===== src/rtl/morra_pkg.sv =====
// Shared definitions for the Morra Cinese move collector: move codes,
// PARTITA status codes and collector state encodings.
package morra_pkg;

    // Player move codes; NONE marks an empty slot or a void round.
    typedef enum logic [1:0] {
        MOVE_NONE    = 2'b00,
        MOVE_SASSO   = 2'b01,
        MOVE_CARTA   = 2'b10,
        MOVE_FORBICE = 2'b11
    } move_e;

    // Game status reported back by the game FSM.
    localparam logic [1:0] PARTITA_ONGOING = 2'b00;
    localparam logic [1:0] PARTITA_P1      = 2'b01;
    localparam logic [1:0] PARTITA_P2      = 2'b10;
    localparam logic [1:0] PARTITA_DRAW    = 2'b11;

    // Collector states, kept as plain constants so the encoding stays visible.
    typedef logic [2:0] state_t;
    localparam state_t ST_IDLE    = 3'd0;
    localparam state_t ST_START   = 3'd1;
    localparam state_t ST_COLLECT = 3'd2;
    localparam state_t ST_FIRE    = 3'd3;
    localparam state_t ST_CHECK   = 3'd4;

endpackage


===== src/rtl/morra_move_collector_if.sv =====
// Player-side valid/ready handshake bundle for the move collector.
// The master side belongs to the players, the slave side to the collector.
interface morra_move_collector_if;

    logic       p1_valid;
    logic [1:0] p1_move;
    logic       p1_ready;
    logic       p2_valid;
    logic [1:0] p2_move;
    logic       p2_ready;

    modport master (
        output p1_valid, p1_move, p2_valid, p2_move,
        input  p1_ready, p2_ready
    );

    modport slave (
        input  p1_valid, p1_move, p2_valid, p2_move,
        output p1_ready, p2_ready
    );

endinterface


===== src/rtl/morra_move_slot.sv =====
// One player's move holding slot: a move register plus full flag.
// Ready is decoded from the registered full flag and the collect enable,
// so it never depends combinationally on the player's valid.
module morra_move_slot
    import morra_pkg::*;
(
    input  logic       clk,
    input  logic       rst_n,
    input  logic       enable,
    input  logic       valid,
    input  logic [1:0] move_in,
    input  logic       clear,
    output logic       ready,
    output logic       accept,
    output logic       full,
    output logic [1:0] move
);

    assign ready  = enable && !full;
    assign accept = valid && ready && (move_in != MOVE_NONE);

    // Latch an accepted move; clearing wins over a same-cycle acceptance.
    always_ff @(posedge clk or negedge rst_n) begin
        if (!rst_n) begin
            full <= 1'b0;
            move <= MOVE_NONE;
        end else if (clear) begin
            full <= 1'b0;
            move <= MOVE_NONE;
        end else if (accept) begin
            full <= 1'b1;
            move <= move_in;
        end
    end

endmodule


===== src/rtl/morra_move_collector.sv =====
// Front-end for the MorraCinese game FSM: collects one move per player,
// fires them together as a single round, sequences the INIZIA start beat
// and stops collecting once PARTITA reports the game is over.
// Optional feature: define MORRA_TIMEOUT_EN to flush a lone move after
// TIMEOUT_CYCLES cycles of waiting for the opponent.
module morra_move_collector
    import morra_pkg::*;
#(
    parameter int TIMEOUT_CYCLES = 255
) (
    input  logic       clk,
    input  logic       rst_n,
    input  logic       start_req,
    input  logic [3:0] cfg_rounds,
    input  logic [1:0] PARTITA,
    output logic       INIZIA,
    output logic [1:0] PRIMO,
    output logic [1:0] SECONDO,
    output logic       round_fire,
    output logic       timeout_evt,
    morra_move_collector_if.slave bus
);

    state_t     state;
    state_t     state_next;
    logic       collect;
    logic       clear_slots;
    logic       flush;
    logic       fire_cond;
    logic       ready1;
    logic       ready2;
    logic       acc1;
    logic       acc2;
    logic       full1;
    logic       full2;
    logic [1:0] move1;
    logic [1:0] move2;
    logic [1:0] move1_next;
    logic [1:0] move2_next;

    assign collect     = (state == ST_COLLECT);
    assign clear_slots = start_req || (state == ST_FIRE) || flush;

    morra_move_slot u_slot1 (
        .clk     (clk),
        .rst_n   (rst_n),
        .enable  (collect),
        .valid   (bus.p1_valid),
        .move_in (bus.p1_move),
        .clear   (clear_slots),
        .ready   (ready1),
        .accept  (acc1),
        .full    (full1),
        .move    (move1)
    );

    morra_move_slot u_slot2 (
        .clk     (clk),
        .rst_n   (rst_n),
        .enable  (collect),
        .valid   (bus.p2_valid),
        .move_in (bus.p2_move),
        .clear   (clear_slots),
        .ready   (ready2),
        .accept  (acc2),
        .full    (full2),
        .move    (move2)
    );

    assign bus.p1_ready = ready1;
    assign bus.p2_ready = ready2;

    // Slot contents as they will be after this edge, so FIRE can present
    // a move accepted on the very edge that completes the pair.
    assign move1_next = acc1 ? bus.p1_move : move1;
    assign move2_next = acc2 ? bus.p2_move : move2;
    assign fire_cond  = collect && (full1 || acc1) && (full2 || acc2);

`ifdef MORRA_TIMEOUT_EN
    localparam logic [15:0] WAIT_LIMIT = 16'(TIMEOUT_CYCLES - 1);

    logic [15:0] wait_cnt;
    logic        one_full;

    assign one_full = full1 ^ full2;
    assign flush    = !start_req && collect && one_full && !acc1 && !acc2
                      && (wait_cnt == WAIT_LIMIT);

    // Count cycles a lone move has waited; any occupancy change restarts it.
    always_ff @(posedge clk or negedge rst_n) begin
        if (!rst_n) begin
            wait_cnt <= 16'd0;
        end else if (start_req || !collect || !one_full || acc1 || acc2 || flush) begin
            wait_cnt <= 16'd0;
        end else begin
            wait_cnt <= wait_cnt + 16'd1;
        end
    end
`else
    // Without the timeout a lone move waits forever; the parameter only
    // stays to keep the instantiation interface identical in both builds.
    assign flush = 1'b0 & (TIMEOUT_CYCLES == 0);
`endif

    // Next-state decode; a start request overrides everything else.
    always_comb begin
        state_next = state;
        if (start_req) begin
            state_next = ST_START;
        end else begin
            case (state)
                ST_IDLE:    state_next = ST_IDLE;
                ST_START:   state_next = ST_COLLECT;
                ST_COLLECT: state_next = fire_cond ? ST_FIRE : ST_COLLECT;
                ST_FIRE:    state_next = ST_CHECK;
                ST_CHECK:   state_next = (PARTITA != PARTITA_ONGOING) ? ST_IDLE : ST_COLLECT;
                default:    state_next = ST_IDLE;
            endcase
        end
    end

    // State register.
    always_ff @(posedge clk or negedge rst_n) begin
        if (!rst_n) begin
            state <= ST_IDLE;
        end else begin
            state <= state_next;
        end
    end

    // Registered FSM-side outputs, loaded with what the entered state drives.
    always_ff @(posedge clk or negedge rst_n) begin
        if (!rst_n) begin
            INIZIA      <= 1'b0;
            PRIMO       <= MOVE_NONE;
            SECONDO     <= MOVE_NONE;
            round_fire  <= 1'b0;
            timeout_evt <= 1'b0;
        end else begin
            INIZIA      <= (state_next == ST_START);
            round_fire  <= (state_next == ST_FIRE);
            timeout_evt <= flush;
            if (state_next == ST_START) begin
                PRIMO   <= cfg_rounds[3:2];
                SECONDO <= cfg_rounds[1:0];
            end else if (state_next == ST_FIRE) begin
                PRIMO   <= move1_next;
                SECONDO <= move2_next;
            end else begin
                PRIMO   <= MOVE_NONE;
                SECONDO <= MOVE_NONE;
            end
        end
    end

endmodule


===== src/flat_wrapper.sv =====
// flat-port wrapper written by rule: the top's interface ports become plain ports
module morra_move_collector_flat import morra_pkg::*;
#(
    parameter int TIMEOUT_CYCLES = 255
)
  (clk, rst_n, start_req, cfg_rounds, PARTITA, INIZIA, PRIMO, SECONDO, round_fire, timeout_evt, bus_p1_valid, bus_p1_move, bus_p2_valid, bus_p2_move, bus_p1_ready, bus_p2_ready);
  morra_move_collector_if bus_i ();
  input  logic clk;
  input  logic rst_n;
  input  logic start_req;
  input  logic [3:0] cfg_rounds;
  input  logic [1:0] PARTITA;
  output logic INIZIA;
  output logic [1:0] PRIMO;
  output logic [1:0] SECONDO;
  output logic round_fire;
  output logic timeout_evt;
  input wire logic [$bits(bus_i.p1_valid)-1:0] bus_p1_valid;
  input wire logic [$bits(bus_i.p1_move)-1:0] bus_p1_move;
  input wire logic [$bits(bus_i.p2_valid)-1:0] bus_p2_valid;
  input wire logic [$bits(bus_i.p2_move)-1:0] bus_p2_move;
  output wire logic [$bits(bus_i.p1_ready)-1:0] bus_p1_ready;
  output wire logic [$bits(bus_i.p2_ready)-1:0] bus_p2_ready;
  assign bus_i.p1_valid = bus_p1_valid;
  assign bus_i.p1_move = bus_p1_move;
  assign bus_i.p2_valid = bus_p2_valid;
  assign bus_i.p2_move = bus_p2_move;
  assign bus_p1_ready = bus_i.p1_ready;
  assign bus_p2_ready = bus_i.p2_ready;
  morra_move_collector #(.TIMEOUT_CYCLES(TIMEOUT_CYCLES)) u_core (.clk(clk), .rst_n(rst_n), .start_req(start_req), .cfg_rounds(cfg_rounds), .PARTITA(PARTITA), .INIZIA(INIZIA), .PRIMO(PRIMO), .SECONDO(SECONDO), .round_fire(round_fire), .timeout_evt(timeout_evt), .bus(bus_i));
endmodule

===== config.mk =====
export PLATFORM = sky130hd
export DESIGN_NAME = morra_move_collector_flat
export DESIGN_NICKNAME = d
export VERILOG_FILES = /design/src/rtl/morra_pkg.sv /design/src/rtl/morra_move_collector_if.sv /design/src/rtl/morra_move_slot.sv /design/src/rtl/morra_move_collector.sv /design/src/flat_wrapper.sv
export SDC_FILE = /design/constraint.sdc
export NUM_CORES = 1
export LEC_CHECK = 0
export CAP_MARGIN = 20
export CELL_PAD_IN_SITES_DETAIL_PLACEMENT = 0
export CELL_PAD_IN_SITES_GLOBAL_PLACEMENT = 1
export CORE_UTILIZATION = 33
export CTS_CLUSTER_DIAMETER = 40
export DETAILED_ROUTE_END_ITERATION = 12
export GPL_TIMING_DRIVEN = 1
export HOLD_SLACK_MARGIN = 0.12
export MAX_ROUTING_LAYER = met4
export PLACE_DENSITY = 0.75
export SETUP_SLACK_MARGIN = 0.02
export SYNTH_ARGS = -nofsm -noshare
export SYNTH_HDL_FRONTEND = slang
export SYNTH_SLANG_ARGS = --single-unit

===== constraint.sdc =====
create_clock -name clk -period 1.65 [get_ports clk]
set_input_delay 0.33 -clock clk [delete_from_list [all_inputs] [get_ports clk]]
set_output_delay 0.33 -clock clk [all_outputs]
set_load 0.01 [all_outputs]

==> metrics.csv <==
metric,value,unit
outcome,completed,
cp_data_required_time,1320,ps
worst_slack,84.9,ps
placed_area,986,µm²
critPathArrivalTime,1240,ps
setup_total_negative_slack,0,ps
design_power_total,0.743,mW
clock_pin_transition_on_the_worst_setup_and_hold_timing_paths,100,ps
ant_nets,0,
max_freq,639,MHz
dp_hpwl,1.10,mm
maxCapViolCount,0,
clock_sinks,15,
end_kind,primary output,
grt_overflow_total,0,
criticalPathCategory,reg2out,
synth_cell_type_count,22,
synth_nets,73,
finClkSkew,6.22,ps
drt_iter0_drc,8,
netlist.area_leader.share,0.535,
diodes,0,
portion_of_the_post_synthesis_area_used_by_sequential_elements,0.535,
critical_path.cell_chain,nor4b_4 -> buf_2,
placement_setup_slack,-74.5,ps
floorplan.core_area,1980,µm²
chipHeight,48.1,µm
first_global_vias,498,
grt_first_pass_wirelength,2.19,mm
boundaryPins,24,
portBuffers,22,
finalHoldViolCount,0,
gp_congestion,0.832,
yosys-top-cells-count,"sky130_fd_sc_hd__dfrtp_1 (15), sky130_fd_sc_hd__a21oi_1 (5)",
worst_skew_pair.late_latency,290,ps
grt_start_max_net_pins,10,
grt.total_usage,0.149,
cellInternalPower,0.553,mW
power.share.combinational,0.185,
peakVddDrop,492,µV
worstSetupStartpointType,flip-flop,
ys_seq_elements,15,
power.density,734,nW/µm²
number_of_vias_per_cell,4.57,
synthesis.area_per_instance,12.1,µm²
number_of_remaining_drc_errors,0,
yosysMostFrequentCell,sky130_fd_sc_hd__dfrtp_1,
layout-drive-gt1-share,0.239,
layout.cell_area.non_filler,1010,µm²
crit_buf_inv,1,
post_drt_wl_per_cell,12.2,µm
cts_buffers,3,
iteration_count_of_the_initial_detailed_routing_pass,4,
power.switching,0.190,mW
finalMaxSlewViolations,0,
design.die.area,2320,µm²
routed_wirelength,1.41,mm
sw_frac_of_total,0.256,
placementRows,16,
rsz0062_at_grt,yes,
netlist_top_cells_area,"sky130_fd_sc_hd__dfrtp_1 (53%), sky130_fd_sc_hd__nor4b_4 (6.8%), sky130_fd_sc_hd__a21bo_1 (5.7%)",
chipWidth,48.1,µm
synthDominantAreaCellType,sky130_fd_sc_hd__dfrtp_1,
ctsLongestPathBuffers,2,
worst_hold_slack_across_all_endpoints,308,ps
timing.critical_path.slowest_cell_delay,460,ps
area_growth,44.2,%
cts-root-buf,sky130_fd_sc_hd__clkbuf_4,
antenna_found_initial,0,
mappedNetlistArea,702,µm²
dr_total_vias,525,
floorplan.initialDensity,0.354,
critical_path_peak_fanout,3,
finalSetupViolations,0,
synth_cells,58,
clockPowerShare,0.287,
cts_tree,done,
cts_max_level,1,
seq_power_share,0.527,
min_period_over_period,0.949,
ys_async_sr_fraction,1.00,
finish.net_count,104,
hold_path_class,in2async,
count_of_flip_flops_with_a_built_in_enable_after_synthesis,0,
yosysWarningCount,0,
finalWorstPathRequiredPeriod,1570,ps
synthFlopType,sky130_fd_sc_hd__dfrtp_1,
cts_hold_buffers,0,
cp_top_family,flip-flops,
slowest_stage,sky130_fd_sc_hd__dfrtp_1,
static-leakage-power,0.476,nW
-- cell families (layout without fill, tap and decap cells) --
logic type	Yosys count	count (layout)	share of synthesized area
AOI/OAI and AO/OA	16	16	0.175
buffers and inverters	4	34	0.0267
DFF	15	15	0.535
other	1	1	0.00534
and+or+nand+nor	22	22	0.258
-- metal layers --
| layer | vias up | share of wire | track usage |
|---|---|---|---|
| met5 | - | 0 | - |
| met4 | 0 | 0 | 0.0333 |
| met3 | 0 | 0.060 | 0.0593 |
| met2 | 18 | 0.50 | 0.243 |
| met1 | 242 | 0.43 | 0.172 |
| li1 | 265 | - | - |
-- path summary, 6_finish.rpt --
kind,cells past startpoint,slack [ps],start,to
worst min register to register,2,590,u_core.u_slot1.move[0]$_DFF_PN0_,u_core.u_slot1.move[0]$_DFF_PN0_
worst max register to register,5,150,u_core.state[0]$_DFF_PN0_,u_core.PRIMO[1]$_DFF_PN0_
max in group asynchronous,2,900,rst_n,u_core.u_slot2.move[1]$_DFF_PN0_
min in group clk,2,590,u_core.u_slot1.move[0]$_DFF_PN0_,u_core.u_slot1.move[0]$_DFF_PN0_
worst min-delay path,1,310,rst_n,u_core.u_slot1.move[1]$_DFF_PN0_
worst max-delay path,2,80,u_core.state[2]$_DFF_PN0_,bus_p2_ready
-- layout make-up --
type	count	area [µm²]
Multi-Input combinational cell	39	308
Clock inverter	1	5.00
Clock buffer	3	22.5
Inverter	1	3.75
Fill cell	172	970
Timing Repair Buffer	29	263
Sequential cell	15	377
Tap cell	27	33.8
-- flip-flops by register name (all words and copies together), names as in the netlist --
signal,flops
u_core.state,3
u_core.SECONDO,2
u_core.u_slot2.full,1
u_core.round_fire,1
u_core.u_slot1.full,1
u_core.u_slot1.move,2
u_core.PRIMO,2
u_core.INIZIA,1
u_core.u_slot2.move,2
-- through the flow --
stage,cells,util
after floorplan,58,-
after global placement,110,0.497
after detailed placement,110,0.497
after CTS,115,0.511
after global routing,115,0.511
final,115,0.511
-- placed cells by master, fill, tap and decap left out, types with 3 or more instances in the layout --
cell type	instances
sky130_fd_sc_hd__clkdlybuf4s50_1	20
sky130_fd_sc_hd__dfrtp_1	14
sky130_fd_sc_hd__buf_4	7
sky130_fd_sc_hd__a21oi_1	5
sky130_fd_sc_hd__nand3_1	4
sky130_fd_sc_hd__a21bo_1	4
sky130_fd_sc_hd__a22o_1	4
sky130_fd_sc_hd__and2_1	4
sky130_fd_sc_hd__nor2_1	3
sky130_fd_sc_hd__clkbuf_4	3
-- power by group through the flow --
stage	clock network, mW	logic [mW]	registers (mW)
2_1_floorplan	0	0.0545	0.403
4_1_cts	0.221	0.139	0.392
3_3_place_gp	0	0.137	0.399
3_5_place_dp	0	0.138	0.400
5_1_grt	0.235	0.151	0.394
6_report	0.214	0.138	0.392
-- repair_timing --
item / CTS / global route
setup endpoints to repair: 2 / 2
resized for setup: 9 / 0
pin swaps: 0 / 2
buffers inserted: 1 / 0
No activity file was read; power rests on OpenSTA's default activity.
